`config.mk`:
```
export PLATFORM = sky130hd
export DESIGN_NAME = serial_adder_flat
export DESIGN_NICKNAME = d
export VERILOG_FILES = /design/src/rtl/serial_adder_if.sv /design/src/rtl/serial_adder.sv /design/src/flat_wrapper.sv
export SDC_FILE = /design/constraint.sdc
export NUM_CORES = 1
export LEC_CHECK = 0
export ABC_CLOCK_PERIOD_IN_PS = 1700
export BUFFER_PORTS_ARGS = -buffer_cell sky130_fd_sc_hd__buf_4
export CORE_UTILIZATION = 56
export CTS_BUF_LIST = sky130_fd_sc_hd__clkbuf_4 sky130_fd_sc_hd__clkbuf_8
export DETAILED_ROUTE_END_ITERATION = 10
export PLACE_DENSITY = 0.81
export SYNTH_ARGS = -nofsm -noshare
export SYNTH_HDL_FRONTEND = slang
export SYNTH_SLANG_ARGS = --single-unit
```
`constraint.sdc`:
```
create_clock -name clk -period 1.7 [get_ports clk]
set_clock_uncertainty 0.05 [all_clocks]
set_input_delay 0.34 -clock clk [delete_from_list [all_inputs] [get_ports clk]]
set_output_delay 0.34 -clock clk [all_outputs]
set_load 0.005 [all_outputs]
```
`src/rtl/serial_adder_if.sv`:
```
`default_nettype none
// ============================================================================
// Module   : serial_adder_if
// Brief    : start/busy/done operand and result bundle for serial_adder.
//            The sub signal exists only when SERIAL_ADDER_SUB_EN is defined.
// Revision : 1.0 - initial release
// ============================================================================
interface serial_adder_if #(
    parameter int WIDTH = 8
);
    logic             start;
    logic [WIDTH-1:0] a;
    logic [WIDTH-1:0] b;
    logic             cin;
`ifdef SERIAL_ADDER_SUB_EN
    logic             sub;
`endif
    logic             busy;
    logic             done;
    logic [WIDTH-1:0] sum;
    logic             cout;
    logic             ovf;

`ifdef SERIAL_ADDER_SUB_EN
    modport master (output start, a, b, cin, sub, input busy, done, sum, cout, ovf);
    modport slave  (input start, a, b, cin, sub, output busy, done, sum, cout, ovf);
`else
    modport master (output start, a, b, cin, input busy, done, sum, cout, ovf);
    modport slave  (input start, a, b, cin, output busy, done, sum, cout, ovf);
`endif
endinterface
`default_nettype wire

```
`src/rtl/serial_adder.sv`:
```
`default_nettype none
// ============================================================================
// Module   : serial_adder
// Brief    : Bit-serial adder, one full-adder slice per clock, registered
//            carry. Optional subtract via SERIAL_ADDER_SUB_EN.
// Revision : 1.0 - initial release
// ============================================================================
module serial_adder #(
    parameter int WIDTH = 8
) (
    input  wire logic      clk,
    input  wire logic      rst,
    serial_adder_if.slave  bus
);
    localparam int c_cnt_w = $clog2(WIDTH + 1);
    localparam logic [c_cnt_w-1:0] c_last = c_cnt_w'(WIDTH - 1);

    typedef enum logic [0:0] {
        S_IDLE = 1'b0,
        S_RUN  = 1'b1
    } state_t;

    state_t             r_state;
    state_t             w_state_next;
    logic [WIDTH-1:0]   r_a;
    logic [WIDTH-1:0]   r_b;
    logic [WIDTH-1:0]   r_res;
    logic               r_c;
    logic [c_cnt_w-1:0] r_cnt;
    logic [WIDTH-1:0]   r_sum;
    logic               r_cout;
    logic               r_ovf;
    logic               r_done;

    logic               w_load;
    logic               w_step;
    logic               w_last;
    logic               w_s;
    logic               w_carry;
    logic [WIDTH-1:0]   w_res_next;
    logic [WIDTH-1:0]   w_b_in;
    logic               w_c_in;

`ifdef SERIAL_ADDER_SUB_EN
    // Two's-complement subtract: invert b and force the initial carry to 1.
    assign w_b_in = bus.sub ? ~bus.b : bus.b;
    assign w_c_in = bus.sub ? 1'b1   : bus.cin;
`else
    assign w_b_in = bus.b;
    assign w_c_in = bus.cin;
`endif

    assign w_s        = r_a[0] ^ r_b[0] ^ r_c;
    assign w_carry    = (r_a[0] & r_b[0]) | (r_a[0] & r_c) | (r_b[0] & r_c);
    // New sum bit enters at the MSB; after WIDTH steps bit 0 holds the LSB.
    assign w_res_next = WIDTH'({w_s, r_res} >> 1);

    always_ff @(posedge clk) begin
        if (rst) begin
            r_state <= S_IDLE;
        end else begin
            r_state <= w_state_next;
        end
    end

    always_comb begin
        w_state_next = r_state;
        w_load       = 1'b0;
        w_step       = 1'b0;
        w_last       = 1'b0;
        case (r_state)
            S_IDLE: begin
                if (bus.start) begin
                    w_load       = 1'b1;
                    w_state_next = S_RUN;
                end
            end
            S_RUN: begin
                w_step = 1'b1;
                if (r_cnt == c_last) begin
                    w_last       = 1'b1;
                    w_state_next = S_IDLE;
                end
            end
            default: w_state_next = S_IDLE;
        endcase
    end

    always_ff @(posedge clk) begin
        if (rst) begin
            r_a    <= '0;
            r_b    <= '0;
            r_res  <= '0;
            r_c    <= 1'b0;
            r_cnt  <= '0;
            r_sum  <= '0;
            r_cout <= 1'b0;
            r_ovf  <= 1'b0;
            r_done <= 1'b0;
        end else begin
            r_done <= w_last;
            if (w_load) begin
                r_a   <= bus.a;
                r_b   <= w_b_in;
                r_c   <= w_c_in;
                r_cnt <= '0;
                r_res <= '0;
            end else if (w_step) begin
                r_a   <= r_a >> 1;
                r_b   <= r_b >> 1;
                r_c   <= w_carry;
                r_cnt <= r_cnt + 1'b1;
                r_res <= w_res_next;
            end
            // r_c here is the carry into the MSB slice.
            if (w_last) begin
                r_sum  <= w_res_next;
                r_cout <= w_carry;
                r_ovf  <= r_c ^ w_carry;
            end
        end
    end

    assign bus.busy = (r_state == S_RUN);
    assign bus.done = r_done;
    assign bus.sum  = r_sum;
    assign bus.cout = r_cout;
    assign bus.ovf  = r_ovf;
endmodule
`default_nettype wire

```
`src/flat_wrapper.sv`:
```
// flat-port wrapper written by rule: the top's interface ports become plain ports
module serial_adder_flat 
#(
    parameter int WIDTH = 8
)
  (clk, rst, bus_start, bus_a, bus_b, bus_cin, bus_busy, bus_done, bus_sum, bus_cout, bus_ovf);
  serial_adder_if #(.WIDTH(WIDTH)) bus_i ();
  input  wire logic clk;
  input  wire logic rst;
  input wire logic [$bits(bus_i.start)-1:0] bus_start;
  input wire logic [$bits(bus_i.a)-1:0] bus_a;
  input wire logic [$bits(bus_i.b)-1:0] bus_b;
  input wire logic [$bits(bus_i.cin)-1:0] bus_cin;
  output wire logic [$bits(bus_i.busy)-1:0] bus_busy;
  output wire logic [$bits(bus_i.done)-1:0] bus_done;
  output wire logic [$bits(bus_i.sum)-1:0] bus_sum;
  output wire logic [$bits(bus_i.cout)-1:0] bus_cout;
  output wire logic [$bits(bus_i.ovf)-1:0] bus_ovf;
  assign bus_i.start = bus_start;
  assign bus_i.a = bus_a;
  assign bus_i.b = bus_b;
  assign bus_i.cin = bus_cin;
  assign bus_busy = bus_i.busy;
  assign bus_done = bus_i.done;
  assign bus_sum = bus_i.sum;
  assign bus_cout = bus_i.cout;
  assign bus_ovf = bus_i.ovf;
  serial_adder #(.WIDTH(WIDTH)) u_core (.clk(clk), .rst(rst), .bus(bus_i));
endmodule
```
# After elaboration in Yosys (flattened, before gate mapping)
# Cells that the tools add are included.
# classes
div_mod_pow,0
muxes,13
multipliers,0
n_eq_ne,1
order_cmp,0
reduce_logical,2
bitwise_logic,9
addsub,1
n_shift,0
# ops
op,n
$mux 8,4
$mux 1,8
$add 4x1->4 const B,1
$eq 4x3->1 const B,1
$and 1x1->1,3
$xor 1x1->1,3
$or 1x1->1,2
$pmux 1 s2,1
$reduce_bool 2->1,1
$reduce_or 2->1,1
$not 1->1,1
# word_totals
mem_bits_rw,0
input_bits,20
latchBits,0
out_inout_bits,12
register_bits,41
rom_bits,0
elab_cells,36
n_memories,0

# Longest topological paths before layout
# logic_depth
ltp_word,5
depth_mapped,5
ltp_nobuf,4

# Worst setup path before layout
# No wires, ideal clock.
# synth_timing
path_kind,flip-flop to flip-flop
startpoint,register u_core.r_c
endpoint,register u_core.r_ovf (netlist: u_core.bus.ovf)
arrival_ps,1122
path_stages_with_launch,4
setup_time_ps,79
period_less_slack_ps,1252
path_slack_ps,448
n_path_buf,0
t_required_ps,1571
path_cell_list,dfxtp_1 > fa_1 > xnor2_1 > a211oi_2
# synth_between
elab_chain_cells,4
elab_cells_between_ends,5
cone_classes,bitwise: 5
# synth_rtl
item,line,source
start: declaration,serial_adder.sv:28,logic r_c;
start signal: assignment,serial_adder.sv:105,r_c <= w_c_in;
start signal: assignment,serial_adder.sv:111,r_c <= w_carry;
$and 1x1->1,serial_adder.sv:54,assign w_carry = (r_a[0] & r_b[0]) | (r_a[0] & r_c) | (r_b[0] & r_c);
$or 1x1->1,serial_adder.sv:54,
$or 1x1->1 (*),serial_adder.sv:54,
net u_core.w_carry,serial_adder.sv:39,logic w_carry;
$xor 1x1->1 (*),serial_adder.sv:119,r_ovf <= r_c ^ w_carry;
end signal: assignment,serial_adder.sv:119,
end: declaration,serial_adder.sv:32,logic r_ovf;
# Mark *: on every way through the listed nets, which the timed path passes. The rest lies on a longest branch.
# A chain may end at the register's enable or synchronous reset.

# Worst setup path in the final report
# layout_timing
startpoint,register u_core.r_state (netlist: u_core.bus.busy)
endpoint,output port bus_busy
# layout_rtl
item,line,source
start: declaration,serial_adder.sv:23,state_t r_state;
start signal: assignment,serial_adder.sv:62,r_state <= w_state_next;
end: declaration,flat_wrapper.sv:14,output wire logic [$bits(bus_i.busy)-1:0] bus_busy;
# No word-level cell between the ends.

==> summary.txt <==
Detailed routing
  – Iter 0 DRT Violations: 44
  – DR DRC count: 0
  – Via count: 1,261
  – Post-DR wirelength/cell: 12.48 um
  – Routed WL: 2996 um
  – Vias per std cell: 5.254
  – First-pass detailed-route iteration total: 4
  – Final ANT Viol Nets: 0

Worst setup path
  – Worst Path Max Fanout: 12
  – Cell breakdown of the critical path: buf_4 > buf_4
  – Required time of the critical path: 1310 ps
  – Buf+Inv Stages, Crit Path: 2
  – Worst Setup End Kind: output pin
  – CP max stage delay: 410 ps
  – CP dominant cell by count: buf_4
  – Startpoint type of the worst setup path: register
  – Worst path slowest cell: dfxtp_2
  – Cell class contributing the biggest share of worst-path delay: flip-flops
  – WP data arrival: 1120 ps
  – WS Path Type: register to output pin

Final layout
  – # diodes: 0
  – Area Overhead vs Synth: 18.65%
  – Final instance area: 1958 um^2
  – Utilization after layout: 0.7040
  – Fraction of layout cells with a size suffix above 1: 0.2823
  – NumNets Final: 231
  – Layout Cells excl Fill: 240

Pwr
  – VDD IR max: 925.2 uV
  – Pwr Total: 1.903 mW
  – Static Leak: 0.8072 nW
  – PwrDens: 971.9 nW/um^2

Timing
  – Slew Viols, Final: 0
  – Worst rel slew slack: 0.7104
  – RSZ-0062 raised after global routing: false
  – Max Fclk: 662.0 MHz
  – Total Neg Setup Slack: 0 ps
  – Setup ws final: 189.4 ps
  – Worst Max-Slew Pin Slew: 432.1 ps
  – Worst hold slack: 195.7 ps
  – Hold Vio Cnt, Final: 0
  – Final Cycle Share: 0.8886
  – Count of endpoints failing setup in the final report: 0
  – Fin crit period: 1511 ps

Synthesis
  – Post-Syn Instances: 179
  – Syn_area_per_cell: 9.220 um^2
  – Yosys reg bits: 40
  – Synth cell types: 23
  – Synthesized cell area: 1650 um^2
  – Sequential share of the synthesized area: 0.4852
  – YS warnings: 0
  – Syn Nets: 201

GRT
  – Antenna violations before repair: 0
  – Largest net degree at the start of global routing: 21
  – First-pass GRT wire length: 4947 um
  – Vias in the first global route: 1,216
  – Total GRT Usage: 0.2028
  – Remaining Overflow, GRT: 0

Placed design
  – GPL Wtd Cong: 0.7528
  – Post-DP HPWL: 2150 um
  – Port bufs: 31
  – Dpl ws: 223.9 ps
  – DP Area: 1859 um^2
  – Placed insts: 233

Clock network
  – Clock tree buffer depth: 2
  – Total CTS buffers: 5
  – CTS clk-pin slew, worst paths: 110 ps
  – CTS tree: built
  – Max H-tree Level: 2
  – CTS root buf: clkbuf_4
  – CTS Hold Bufs: 0
  – CTS sink count: 40
  – Clk_lat worst skew: 340 ps

Floorplanning
  – Core area: 2781 um^2
  – Boundary Pins: 32
  – Row count: 19
  – Chip height: 56.29 um
  – Initial Utilization: 0.5933
  – DIE AREA: 3168 um^2
  – Die span in x: 56.29 um

Run status
  – Status: complete, no violations

Worst hold path
  – HP Class: input port to register

Job
  – Max-cap viol count: 0
==> cell usage in the layout (no fill, tap or decap) <==
cell and instances:
ha_1 1, a21o_1 1, fa_1 1, bufinv_16 2, a21oi_1 24, buf_4 35
and4b_1 1, clkbuf_4 5, xor2_1 2, nor2_1 14, mux2i_1 10, nor3_1 3
xnor2_1 2, mux2_2 15, dfxtp_2 1, nand4_1 1, dfxtp_1 39, nand4b_1 1
a211oi_2 1, nand2_1 49, inv_1 1
==> metal layers <==
metal	up-vias	routed length, um	track usage
li1	649	-	-
met1	585	1283	0.2086
met2	20	1543	0.3810
met3	7	109	0.05069
met4	0	61	0.09408
met5	-	0	0
==> final cells by class <==
cell class / instances / area, um^2
inverters: 1 / 3.754
flip-flops and latches: 40 / 802.0
clock inverters: 2 / 60.06
repair buffers: 35 / 262.8
fillers: 230 / 823.3
clock buffers: 5 / 37.54
well taps: 31 / 38.79
multi-input cells: 126 / 753.2
==> final timing paths <==
check / end / slack (ps) / cells past startpoint / startpoint
max reg2reg: u_core.bus.ovf / 190 / 4 / u_core.r_cnt[0]
min: u_core.bus.sum[5] / 200 / 2 / rst
max: bus_busy / 190 / 2 / u_core.bus.busy
min reg2reg: u_core.r_b[4] / 410 / 2 / u_core.r_b[5]
==> report_power, final <==
group	switching, mW	total (mW)	internal (mW)
logic	0.0829	0.180	0.0970
registers	0.0198	0.987	0.967
clock network	0.286	0.736	0.450
==> registers in the layout (all words and copies together), names as in the netlist <==
register,cells
u_core.r_cnt,4
u_core.bus.sum,8
u_core.r_res,7
u_core.r_c,1
u_core.bus.done,1
u_core.bus.cout,1
u_core.r_b,8
u_core.bus.ovf,1
u_core.bus.busy,1
u_core.r_a,8
==> synthesized netlist by cell type <==
master / count / share of area
a211oi_2: 1 / 0.0076
a21o_1: 1 / 0.0046
a21oi_1: 24 / 0.073
and4b_1: 1 / 0.0061
buf_1: 1 / 0.0023
buf_12: 1 / 0.012
buf_2: 4 / 0.012
buf_4: 3 / 0.014
buf_6: 2 / 0.014
clkbuf_1: 1 / 0.0023
dfxtp_1: 40 / 0.49
fa_1: 1 / 0.012
ha_1: 1 / 0.0076
inv_1: 1 / 0.0023
mux2_2: 15 / 0.10
mux2i_1: 10 / 0.061
nand2_1: 49 / 0.11
nand4_1: 1 / 0.0038
nand4b_1: 1 / 0.0053
nor2_1: 14 / 0.032
nor3_1: 3 / 0.0091
xnor2_1: 2 / 0.011
xor2_1: 2 / 0.011
==> timing repair <==
item                                    4_1_cts  5_1_grt
setup buffers                                 0        0
endpoints found under the setup margin        0        1
resized for setup                             0        1
==> worst register-to-register path: stages (launching register included) <==
cell and delay [ps]:
dfxtp_1 390, ha_1 210, and4b_1 480, nor2_1 100
a211oi_2 210
==> logic make-up after synthesis <==
kind of cell,count (synthesis),share of synthesized area
DFF,40,0.4852
muxes,25,0.1630
xor gates and xnor gates,4,0.02123
and+or+nand+nor,69,0.1676
AOI/OAI and AO/OA,26,0.08492
adders and majority gates,2,0.01971
buffers and inverters,13,0.05837
(Power assumes the default switching activity.)
